**src/rtl/stopwatch_ctrl_if.sv**
```systemverilog
// stopwatch_ctrl_if: button inputs and display/LED outputs of the
// centisecond stopwatch, grouped for the display and LED muxes.
interface stopwatch_ctrl_if;
    logic        i_btnRun;
    logic        i_btnClear;
    logic [13:0] o_swData;
    logic [7:0]  o_swLED;

    modport master (
        output i_btnRun,
        output i_btnClear,
        input  o_swData,
        input  o_swLED
    );

    modport slave (
        input  i_btnRun,
        input  i_btnClear,
        output o_swData,
        output o_swLED
    );
endinterface

```
**src/rtl/stopwatch_ctrl.sv**
```systemverilog
// stopwatch_ctrl: SS.CC stopwatch with debounced run/pause and
// clear/lap buttons, lap hold, sticky overflow and registered outputs.
module stopwatch_ctrl #(
    parameter int TICK_DIV        = 1_000_000,
    parameter int DEBOUNCE_CYCLES = 1_000_000
) (
    input logic              sysclk,
    input logic              i_rst,
    stopwatch_ctrl_if.slave  sw
);
    localparam int PW = (TICK_DIV > 1) ? $clog2(TICK_DIV) : 1;
    localparam int DW = $clog2(DEBOUNCE_CYCLES + 1);
    localparam logic [PW-1:0] PRE_LAST = PW'(TICK_DIV - 1);
    localparam logic [DW-1:0] DEB_LAST = DW'(DEBOUNCE_CYCLES - 1);

    typedef enum logic [1:0] {
        IDLE,
        RUN,
        LAP,
        PAUSE
    } state_t;

    logic [1:0]    raw;
    logic [1:0]    sync1_q;
    logic [1:0]    sync2_q;
    logic [1:0]    lvl_q;
    logic [1:0]    lvlDly_q;
    logic [1:0]    pls_q;
    logic [DW-1:0] deb_q [2];

    logic          runP;
    logic          clrP;

    state_t        state_q;
    logic [PW-1:0] pre_q;
    logic [6:0]    cs_q;
    logic [6:0]    sec_q;
    logic [6:0]    lapCs_q;
    logic [6:0]    lapSec_q;
    logic          ovf_q;
    logic [13:0]   data_q;
    logic [7:0]    led_q;

    logic          counting;
    logic          tick;
    logic          wrap_d;
    logic [6:0]    cs_d;
    logic [6:0]    sec_d;
    logic [13:0]   live;
    logic [13:0]   lapVal;

    assign raw  = {sw.i_btnClear, sw.i_btnRun};
    assign runP = pls_q[0];
    assign clrP = pls_q[1];

    // Synchronize, debounce and edge-detect both buttons.
    always_ff @(posedge sysclk) begin
        if (i_rst) begin
            sync1_q  <= '0;
            sync2_q  <= '0;
            lvl_q    <= '0;
            lvlDly_q <= '0;
            pls_q    <= '0;
            for (int i = 0; i < 2; i++) begin
                deb_q[i] <= '0;
            end
        end else begin
            sync1_q  <= raw;
            sync2_q  <= sync1_q;
            lvlDly_q <= lvl_q;
            pls_q    <= lvl_q & ~lvlDly_q;
            for (int i = 0; i < 2; i++) begin
                if (sync2_q[i] != lvl_q[i]) begin
                    if (deb_q[i] == DEB_LAST) begin
                        lvl_q[i] <= sync2_q[i];
                        deb_q[i] <= '0;
                    end else begin
                        deb_q[i] <= deb_q[i] + 1'b1;
                    end
                end else begin
                    deb_q[i] <= '0;
                end
            end
        end
    end

    // Tick qualification, next SS.CC value and binary display values.
    always_comb begin
        counting = (state_q == RUN) || (state_q == LAP);
        tick     = counting && (pre_q == PRE_LAST);
        cs_d     = cs_q + 7'd1;
        sec_d    = sec_q;
        wrap_d   = 1'b0;
        if (cs_q == 7'd99) begin
            cs_d = 7'd0;
            if (sec_q == 7'd99) begin
                sec_d  = 7'd0;
                wrap_d = 1'b1;
            end else begin
                sec_d = sec_q + 7'd1;
            end
        end
        live   = 14'(sec_q) * 14'd100 + 14'(cs_q);
        lapVal = 14'(lapSec_q) * 14'd100 + 14'(lapCs_q);
    end

    // Mode FSM with prescaler, counter, lap latch and registered outputs.
    always_ff @(posedge sysclk) begin
        if (i_rst) begin
            state_q  <= IDLE;
            pre_q    <= '0;
            cs_q     <= '0;
            sec_q    <= '0;
            lapCs_q  <= '0;
            lapSec_q <= '0;
            ovf_q    <= 1'b0;
            data_q   <= '0;
            led_q    <= '0;
        end else begin
            data_q <= (state_q == LAP) ? lapVal : live;
            led_q  <= {5'b0, ovf_q, state_q == LAP, counting};

            if (state_q == IDLE) begin
                pre_q <= '0;
            end else if (counting) begin
                pre_q <= tick ? '0 : pre_q + 1'b1;
            end

            if (tick) begin
                cs_q  <= cs_d;
                sec_q <= sec_d;
                if (wrap_d) begin
                    ovf_q <= 1'b1;
                end
            end

            unique case (state_q)
                IDLE: begin
                    if (runP) begin
                        state_q <= RUN;
                    end
                end
                RUN: begin
                    if (runP) begin
                        state_q <= PAUSE;
                    end else if (clrP) begin
                        state_q  <= LAP;
                        lapCs_q  <= cs_q;
                        lapSec_q <= sec_q;
                    end
                end
                LAP: begin
                    if (runP) begin
                        state_q <= PAUSE;
                    end else if (clrP) begin
                        state_q <= RUN;
                    end
                end
                PAUSE: begin
                    if (runP) begin
                        state_q <= RUN;
                    end else if (clrP) begin
                        state_q  <= IDLE;
                        pre_q    <= '0;
                        cs_q     <= '0;
                        sec_q    <= '0;
                        lapCs_q  <= '0;
                        lapSec_q <= '0;
                        ovf_q    <= 1'b0;
                    end
                end
            endcase
        end
    end

    assign sw.o_swData = data_q;
    assign sw.o_swLED  = led_q;
endmodule

```
**src/flat_wrapper.sv**
```systemverilog
// flat-port wrapper written by rule: the top's interface ports become plain ports
module stopwatch_ctrl_flat 
#(
    parameter int TICK_DIV        = 1_000_000,
    parameter int DEBOUNCE_CYCLES = 1_000_000
)
  (sysclk, i_rst, sw_i_btnRun, sw_i_btnClear, sw_o_swData, sw_o_swLED);
  stopwatch_ctrl_if sw_i ();
  input logic sysclk;
  input logic i_rst;
  input wire logic [$bits(sw_i.i_btnRun)-1:0] sw_i_btnRun;
  input wire logic [$bits(sw_i.i_btnClear)-1:0] sw_i_btnClear;
  output wire logic [$bits(sw_i.o_swData)-1:0] sw_o_swData;
  output wire logic [$bits(sw_i.o_swLED)-1:0] sw_o_swLED;
  assign sw_i.i_btnRun = sw_i_btnRun;
  assign sw_i.i_btnClear = sw_i_btnClear;
  assign sw_o_swData = sw_i.o_swData;
  assign sw_o_swLED = sw_i.o_swLED;
  stopwatch_ctrl #(.TICK_DIV(TICK_DIV), .DEBOUNCE_CYCLES(DEBOUNCE_CYCLES)) u_core (.sysclk(sysclk), .i_rst(i_rst), .sw(sw_i));
endmodule
```
**config.mk**
```make
export PLATFORM = sky130hd
export DESIGN_NAME = stopwatch_ctrl_flat
export DESIGN_NICKNAME = d
export VERILOG_FILES = /design/src/rtl/stopwatch_ctrl_if.sv /design/src/rtl/stopwatch_ctrl.sv /design/src/flat_wrapper.sv
export SDC_FILE = /design/constraint.sdc
export NUM_CORES = 1
export LEC_CHECK = 0
export CAP_MARGIN = 40
export CORE_AREA = 10 10 128 154
export CTS_CLUSTER_DIAMETER = 80
export CTS_CLUSTER_SIZE = 20
export DETAILED_ROUTE_END_ITERATION = 12
export DIE_AREA = 0 0 138 164
export GPL_TIMING_DRIVEN = 0
export PLACE_DENSITY = 0.62
export SLEW_MARGIN = 20
export SYNTH_ARGS = -nofsm -noshare
export SYNTH_HDL_FRONTEND = slang
export SYNTH_SLANG_ARGS = --single-unit
export TNS_END_PERCENT = 100
```
**constraint.sdc**
```tcl
create_clock -name sysclk -period 4.4 [get_ports sysclk]
set_input_delay 0.66 -clock sysclk [delete_from_list [all_inputs] [get_ports sysclk]]
set_output_delay 0.66 -clock sysclk [all_outputs]
set_load 0.02 [all_outputs]
```
Yosys cells after proc, flatten, opt, wreduce, memory -nomap -nowiden
Memory sizes are Yosys's and may differ from the RTL's.
Cells that the tools add are included.
{"block": "totals", "register_bits": 83, "ramBits": 40, "inputBits": 4, "n_memories": 1}
{"memory": "u_core.deb_q", "depth": 2, "word_bits": 20, "read_ports": 2, "rd_clocked_by_memory_dff": 0, "write_ports": 2, "line": "stopwatch_ctrl.sv:29", "source": "logic [DW-1:0] deb_q [2];"}
{"block": "op_classes", "add_sub_neg": 7, "n_mul": 2, "n_eq_ne": 18, "n_mux": 71, "n_bitwise": 8, "n_reduce_logical": 8}
{"operator": "two-way mux 20 bit", "n": 12}
{"operator": "two-way mux 7 bit", "n": 17}
{"operator": "adder 20 x 1 -> 20 bit (second input constant)", "n": 3}
{"operator": "== test 20 bit (second input constant)", "n": 3}
{"operator": "two-way mux 1 bit", "n": 31}
{"operator": "adder 14 x 7 -> 14 bit", "n": 2}
{"operator": "one-hot mux 7 bit (2 select lines)", "n": 2}
{"operator": "multiplier 7 x 5 -> 12 bit (second input constant)", "n": 2}
{"operator": "adder 7 x 1 -> 7 bit (second input constant)", "n": 2}
{"operator": "== test 7 bit (second input constant)", "n": 2}
{"operator": "two-way mux 14 bit", "n": 1}
{"operator": "two-way mux 2 bit", "n": 7}
{"operator": "!= test 3 x 1 -> 1 bit (second input constant)", "n": 3}
{"operator": "one-hot mux 2 bit (4 select lines)", "n": 1}
{"operator": "!= test 2 x 1 -> 1 bit (second input constant)", "n": 3}
{"operator": "bitwise OR 1 bit", "n": 6}
{"operator": "AND reduction 5 bit", "n": 1}
{"operator": "== test 2 bit (second input constant)", "n": 2}
{"operator": "!= test 2 bit (second input constant)", "n": 2}
{"operator": "AND reduction 2 bit", "n": 2}
{"operator": "AND reduction 4 bit", "n": 1}
{"operator": "AND 2 bit", "n": 1}
{"operator": "== test 2 x 1 -> 1 bit (second input constant)", "n": 1}
{"operator": "zero test 2 bit", "n": 1}
{"operator": "5 further kinds", "n": 6}

Logic depth before layout (Yosys ltp)
Gate-level depths: netlist of run 1.
{"block": "depth", "depth_word": 9, "depth_mapped": 13, "ltp_nobuf": 13}

Worst setup path after synthesis of run 1
No wires, ideal clock.
{"block": "synth_timing", "path_kind": "register to register", "from": "reg u_core.sec_q[2]", "to": "reg u_core.data_q[12] (netlist: u_core.sw.o_swData[12])", "setup_time_ps": 117, "arrival_ps": 3051, "setup_slack_ps": 1233, "stages_incl_launch_ff": 13, "synth_period_minus_slack_ps": 3167, "path_cell_list": "dfxtp_1 -> inv_1 -> ha_1 -> ha_1 -> fa_1 -> ha_1 -> o21ai_0 -> o21bai_1 -> a21oi_1 -> xnor2_1 -> o2111ai_1 -> xor2_1 -> a22o_1"}
{"block": "synth_between", "elab_chain_cells": 3}
{"element": "start: declaration", "line": "stopwatch_ctrl.sv:37", "source": "logic [6:0] sec_q;"}
{"element": "start signal: assignment", "line": "stopwatch_ctrl.sv:113", "source": "sec_q <= '0;"}
{"element": "start signal: assignment", "line": "stopwatch_ctrl.sv:131", "source": "sec_q <= sec_d;"}
{"element": "start signal: assignment", "line": "stopwatch_ctrl.sv:166", "source": "sec_q <= '0;"}
{"element": "multiplier 7 x 5 -> 12 bit", "line": "stopwatch_ctrl.sv:103", "source": "live = 14'(sec_q) * 14'd100 + 14'(cs_q);"}
{"element": "adder 14 x 7 -> 14 bit", "line": "stopwatch_ctrl.sv:103"}
{"element": "two-way mux 14 bit", "line": "stopwatch_ctrl.sv:120", "source": "data_q <= (state_q == LAP) ? lapVal : live;"}
{"element": "end signal: assignment", "line": "stopwatch_ctrl.sv:120"}
{"element": "end: declaration", "line": "stopwatch_ctrl.sv:41", "source": "logic [13:0] data_q;"}
Every way passes these cells.
A chain may end at the register's enable or synchronous reset.

Final worst setup path of run 1
Same ends and word-level chain as after synthesis.

==> qor.yml, run 1 <==
sta:
  skew_ns: 0.00964
  tightest_slew_ns: 0.698
  rsz0062_at_grt: "no"
  setup_violations: 0
  slew_viol_final: 0
  slew_headroom_pct: 53.2
  fin_crit_sh_pct: 79.8
  timing.setup.tns_ns: 0
  final-hold-violation-count: 0
  finalCriticalPeriod_ns: 3.51
  timing.fmax_mhz: 285
synthesis:
  synth_area_leaders: "dfxtp_1, edfxtp_1, ha_1"
  synth_warnings: 0
  synth_edf_count: 40
  seq_area_frac_synth_pct: 39.3
  synth_cell_types: 60
  ys_ff_latch: 118
  synth_cells: 760
  synthesis.area_um2: 7020
  avgSynthCellArea_um2: 9.24
  synth-main-ff-cell: "dfxtp_1"
  synth_top_area_share_pct: 22.2
  async_flop_share_pct: 0
  synth_area_leader_cell: "dfxtp_1"
pwr:
  cellLeakagePower_nw: 3.30
  powerDensity_nw_per_um2: 321
  ir_drop_v: 0.000272
setup_path:
  path_cells: "inv_1 -> ha_1 -> ha_1 -> fa_1 -> ha_1 -> o21ai_0 -> o21bai_1 -> a21oi_1 -> xnor2_1 -> o2111ai_1 -> xor2_1 -> a22o_1"
  crit_slowest_cell: "dfxtp_1"
  crit_required_ns: 4.69
  critPathLaunchType: "flip-flop"
  cp.arrival_ns: 3.81
  worstSetupPathType: "flip-flop to flip-flop"
  critPathMostFrequentCell: "ha_1"
  crit_fanout: 6
  cpPeakStageDelay_ns: 0.47
  cp-end-kind: "flip-flop"
route:
  drt-total-wl_um: 13900
  drt_iter0_drc: 242
  drc: 0
  vias: 5232
  drt-wirelength-per-cell_um: 13.0
  drt_pass1_iterations: 4
  drt-vias-per-instance: 4.89
  antenna_left: 0
floorplanning:
  die_y_um: 164
  start_util_pct: 42.2
  core_um2: 16700
  rows: 52
  ios: 26
  die_area_um2: 22600
  die_x_um: 138
run_status:
  status: "finished, final reports clean"
finish:
  layout-drive-gt1-share_pct: 5.97
  nets: 921
  n_antenna_cell: 0
  fill_cells: 1620
  final_cell_area_um2: 8220
  area_growth_pct: 17.0
clock_tree:
  postCtsResizedCells: 0
  clkLatencyLatePin_ns: 0.42
  htree_levels: 4
  clockRootBuffer: "clkbuf_16"
  postCtsSetupRepairBufs: 0
  cts_sinks: 118
  cts_buffers: 17
  clkTransAtPathRegs_ns: 0.05
  clock_path_buffers: 2
  hold_buffers: 0
  cts_tree: "yes"
global_route:
  grt_pass1_vias: 5155
  antenna_found_initial: 0
  grt_max_degree: 17
  grt_remaining_overflow: 0
  grt_usage_pct: 12.6
  grt_pass1_wl_um: 24000
min_path:
  min_path_type: "flip-flop to flip-flop"
place:
  dpl.hpwl_um: 10500
  dpl_cell_area_um2: 7650
  io_buffers: 19
  gp_congestion: 0.798
job:
  cap_violations: 0
==> synth_stat cells, drive strengths merged (2+ instances only) <==
cell type,instances
xnor2,43
ha,70
fa,6
mux2i,5
xor2,44
nor3b,10
nor4,5
or2,3
clkbuf,14
and3,12
buf,12
nand4,15
a21boi,3
nand3,28
nor3,24
edfxtp,40
dfxtp,78
a211oi,15
nand2b,7
o211ai,4
a21o,4
a311oi,2
o21ai,20
o21a,2
nand3b,3
o21bai,6
nor2b,18
conb,2
nand2,36
a21oi,37
or3,6
nor4b,2
o21ba,2
o22a,2
nor2,135
inv,35
==> report_power, final <==
group	internal [W]	switching [W]
clock network	0.000882	0.000474
registers	0.00115	0.0000209
logic	0.0000439	0.0000693
==> per-stage QoR <==
stage          utilization [%]  power [W]  std cells  worst slack, ns  hold slack, ns
2_1_floorplan                -    0.00127        803             1.23           0.367
3_3_place_gp              45.9    0.00131       1038            0.868           0.372
3_5_place_dp              45.9    0.00131       1038            0.863           0.373
4_1_cts                   49.4    0.00267       1070            0.846           0.380
5_1_grt                   49.4    0.00273       1070            0.643           0.392
6_report                  49.4    0.00264       1070            0.888           0.380
==> cell type report <==
type	instances	area [µm²]	share of cell area [%]
multi-input combinational	624	4150	50.5
sequential	118	2760	33.6
clock buffer	21	440	5.36
tap	216	270	3.29
timing repair buffer	19	190	2.31
buffer	26	140	1.70
clock inverter	11	135	1.64
inverter	35	131	1.60
==> registers in the layout (all words and copies together) (netlist names), 3 cells and up <==
signal / flops
u_core.pre_q: 20
u_core.lapSec_q: 7
u_core.cs_q: 7
u_core.deb_q: 40
u_core.sec_q: 7
u_core.sw.o_swLED: 3
u_core.lapCs_q: 7
u_core.sw.o_swData: 14
==> worst paths after layout <==
| kind | start | to | slack, ns | cells past startpoint |
|---|---|---|---|---|
| worst max register to register | u_core.sec_q[2]$_SDFF_PP0_ | u_core.sw.o_swData[12]$_SDFF_PP0_ | 0.89 | 12 |
| worst min register to register | u_core.lvlDly_q[0]$_SDFF_PP0_ | u_core.pls_q[0]$_SDFF_PP0_ | 0.38 | 1 |
| worst min-delay path | u_core.lvlDly_q[0]$_SDFF_PP0_ | u_core.pls_q[0]$_SDFF_PP0_ | 0.38 | 1 |
| worst max-delay path | u_core.sec_q[2]$_SDFF_PP0_ | u_core.sw.o_swData[12]$_SDFF_PP0_ | 0.89 | 12 |
==> routing by layer <==
layer  wire length (µm)  part of all wire, %  track usage [%]  vias up
li1                   -                    -                -     2751
met1               6660                   48             15.2     2403
met2               6600                   48             21.4       64
met3                422                  3.0             2.86       14
met4                173                  1.2             4.70        0
met5                  0                    0                0        -
==> cell families after synthesis <==
kind of cell	after synthesis	share of synthesized area, %
AO/OA/AOI/OAI	104	9.69
XOR/XNOR	87	10.8
adder cells (fa/ha/maj)	76	14.2
buffers and inverters	61	3.87
flip-flops	118	39.3
multiplexers	5	0.713
other	2	0.107
AND/OR/NAND/NOR	307	21.3
==> placed cells by master (no fill, tap or decap), drive strengths merged, types with 15 or more instances in the layout <==
| cell | instances |
|---|---|
| nor2 | 135 |
| dfxtp | 78 |
| ha | 70 |
| conb | 45 |
| xor2 | 44 |
| xnor2 | 43 |
| edfxtp | 40 |
| a21oi | 37 |
| nand2 | 36 |
| inv | 35 |
| clkbuf | 35 |
| nand3 | 28 |
| nor3 | 24 |
| o21ai | 20 |
| clkdlybuf4s50 | 19 |
| nor2b | 18 |
| nand4 | 15 |
| a211oi | 15 |
==> worst max-delay path, delay by kind of cell, from the launching register on <==
kind                       cells  cell delay (ns)
buffers and inverters          1             0.12
AOI/OAI and AO/OA              5             0.95
adders and majority gates      4             1.42
DFF                            1             0.47
xor gates and xnor gates       2             0.44
Power figures use the tool's default switching activity.
==> inputs of run 2 (changes only) <==
Settings changed: PLACE_DENSITY 0.62 to 0.64.
Clock period 4.4 ns to 2.85 ns, I/O delays scaled along.
==> run 2 against run 1 <==
Compared with the run above:
- the flow now finishes with violations (setup timing)
- worst hold slack improved by 0.0016 ns
- sequential power up 54%
- cell area increased by 6.3%
- global-route usage increased by 0.32 points
==> qor.yml, run 2 (synthesized netlist as in run 1, its figures left out) <==
run_status:
  status: "finished with violations"
  failed_checks: "setup timing"
finish:
  post-route-util_pct: 52.5
  fill_cells: 1555
  final_cell_mix: "nor2_1, dfxtp_1, ha_1, conb_1, xor2_1"
  layout-drive-gt1-share_pct: 14.6
  top_register: "u_core.deb_q"
  seqCellArea_um2: 2790
  multiInputGateArea_um2: 4520
  area_growth_pct: 24.5
  final_cell_area_um2: 8740
  finalNonFillerCells: 1087
  nets: 938
  largest_reg_flops: 40
  layout_commonest_cell: "nor2_1"
  n_antenna_cell: 0
route:
  drt-total-wl_um: 14400
  drt_iter0_drc: 202
  drt-vias-per-instance: 4.91
  antenna_left: 0
  vias: 5336
  drc: 0
  drt_pass1_iterations: 7
  drt-wirelength-per-cell_um: 13.3
sta:
  holdWs_ns: 0.382
  rsz0062_at_grt: "yes"
  slew_viol_final: 0
  postLayoutSetupSlackWorst_ns: -0.225
  skew_ns: 0.00768
  finalCriticalPeriod_ns: 3.08
  setup_violations: 3
  timing.fmax_mhz: 325
  fin_crit_sh_pct: 108
  tightest_slew_ns: 0.715
  final-hold-violation-count: 0
  slew_headroom_pct: 52.0
global_route:
  grt_remaining_overflow: 0
  grt.busiest_layer: "met2"
  antenna_found_initial: 0
  grt_usage_pct: 12.9
  grt_pass1_wl_um: 24400
  grt_pass1_vias: 5283
  use_met2_pct: 23.1
  use_met3_pct: 3.41
  grt_max_degree: 17
  grtUsageMet1_pct: 14.5
place:
  pre_cts_ws_ns: -0.363
  dpl.hpwl_um: 10600
  gp_congestion: 0.821
  dpl_cell_area_um2: 7780
  io_buffers: 19
  dp_cells: 1038
setup_path:
  rrSetupSlack_ns: -0.23
  reg2reg_depth: 12
  worstSetupPathType: "flip-flop to flip-flop"
  crit_fanout: 4
  critPathLaunchType: "flip-flop"
  cp-startpoint: "u_core.sec_q[2]$_SDFF_PP0_"
  cp-end-kind: "flip-flop"
  crit_required_ns: 3.15
  reg2reg_to: "u_core.sw.o_swData[12]$_SDFF_PP0_"
  cp.arrival_ns: 3.38
  timing.rr.start: "u_core.sec_q[2]$_SDFF_PP0_"
clock_tree:
  clkTransAtPathRegs_ns: 0.06
  clock_path_buffers: 2
  clockRootBuffer: "clkbuf_16"
  clkLatencyLatePin_ns: 0.42
  cts_buffers: 17
  cts_tree: "yes"
  cts_sinks: 118
  htree_levels: 4
min_path:
  min_to: "u_core.pls_q[0]$_SDFF_PP0_"
  min_path_type: "flip-flop to flip-flop"
  whs_path_depth: 1
  hp-start: "u_core.lvlDly_q[0]$_SDFF_PP0_"
floorplanning:
  die_area_um2: 22600
  start_util_pct: 42.2
  ios: 26
  die_y_um: 164
  die_x_um: 138
  rows: 52
  core_um2: 16700
pwr:
  powerDensity_nw_per_um2: 464
  cellLeakagePower_nw: 3.39
  ir_drop_v: 0.000424
job:
  cap_violations: 0
## run 2: cell count changes in the layout (fill, tap and decap cells not counted), moves of 4 or more
cell	delta
dfxtp_4	+4
a21oi_1	-4
dfxtp_2	+6
buf_4	+17
xnor2_2	+4
ha_1	-17
xnor2_1	-4
dfxtp_1	-10
o21ai_0	-4
clkbuf_1	-4
ha_4	+15
clkinvlp_4	+4
## run 2: stage by stage
stage / power, W / setup TNS, ns
final: 0.00406 / -0.520
after global routing: 0.00420 / -0.910
after CTS: 0.00410 / -0.435
after detailed placement: 0.00201 / -1.09
after global placement: 0.00201 / -1.14
after floorplan: 0.00197 / -0.0224
## run 2: how the worst max path moves through the flow
stage,end,slack [ns],cells after the start
2_1_floorplan,u_core.sw.o_swData[13]$_SDFF_PP0_,-0.02,11
3_3_place_gp,u_core.sw.o_swData[12]$_SDFF_PP0_,-0.37,11
3_5_place_dp,u_core.sw.o_swData[12]$_SDFF_PP0_,-0.36,11
4_1_cts,u_core.sw.o_swData[12]$_SDFF_PP0_,-0.15,11
5_1_grt,u_core.sw.o_swData[12]$_SDFF_PP0_,-0.30,12
6_report,u_core.sw.o_swData[12]$_SDFF_PP0_,-0.23,12
## run 2: where the power goes
| group | total, W | internal (W) | switching [W] |
|---|---|---|---|
| Combinational | 0.000176 | 0.0000685 | 0.000107 |
| Clock | 0.00208 | 0.00129 | 0.000794 |
| Sequential | 0.00180 | 0.00177 | 0.0000310 |
| Total | 0.00406 | 0.00312 | 0.000932 |
## run 2: layer usage
| metal | part of all wire, % | vias up |
|---|---|---|
| li1 | - | 2788 |
| met1 | 45 | 2483 |
| met2 | 51 | 51 |
| met3 | 2.7 | 14 |
| met4 | 1.1 | 0 |
| met5 | 0 | - |
## run 2: what timing repair did
action                     CTS  global route
setup buffers               10             7
gates resized for setup     38             7
hold buffers                 0             0
pin swaps                   26            11
setup endpoints to repair    6             4
## run 2: critical path, stage by stage, from the launching register on
cell and delay [ns]:
dfxtp_4 0.37, inv_4 0.04, ha_4 0.23, ha_4 0.26, fa_1 0.44, ha_4 0.21, a211oi_4 0.22, o21bai_1 0.14
a21oi_2 0.24, xnor2_2 0.16, o2111ai_2 0.18, xor2_2 0.23, a22o_1 0.24
## run 2: cell type report
cell class | count | share of cell area, %
multi-input cells | 624 | 51.6
well taps | 216 | 3.09
clock buffers | 17 | 4.87
plain buffers | 26 | 1.60
repair buffers | 36 | 3.63
inverters | 35 | 1.56
flip-flops and latches | 118 | 31.9
clock inverters | 15 | 1.75
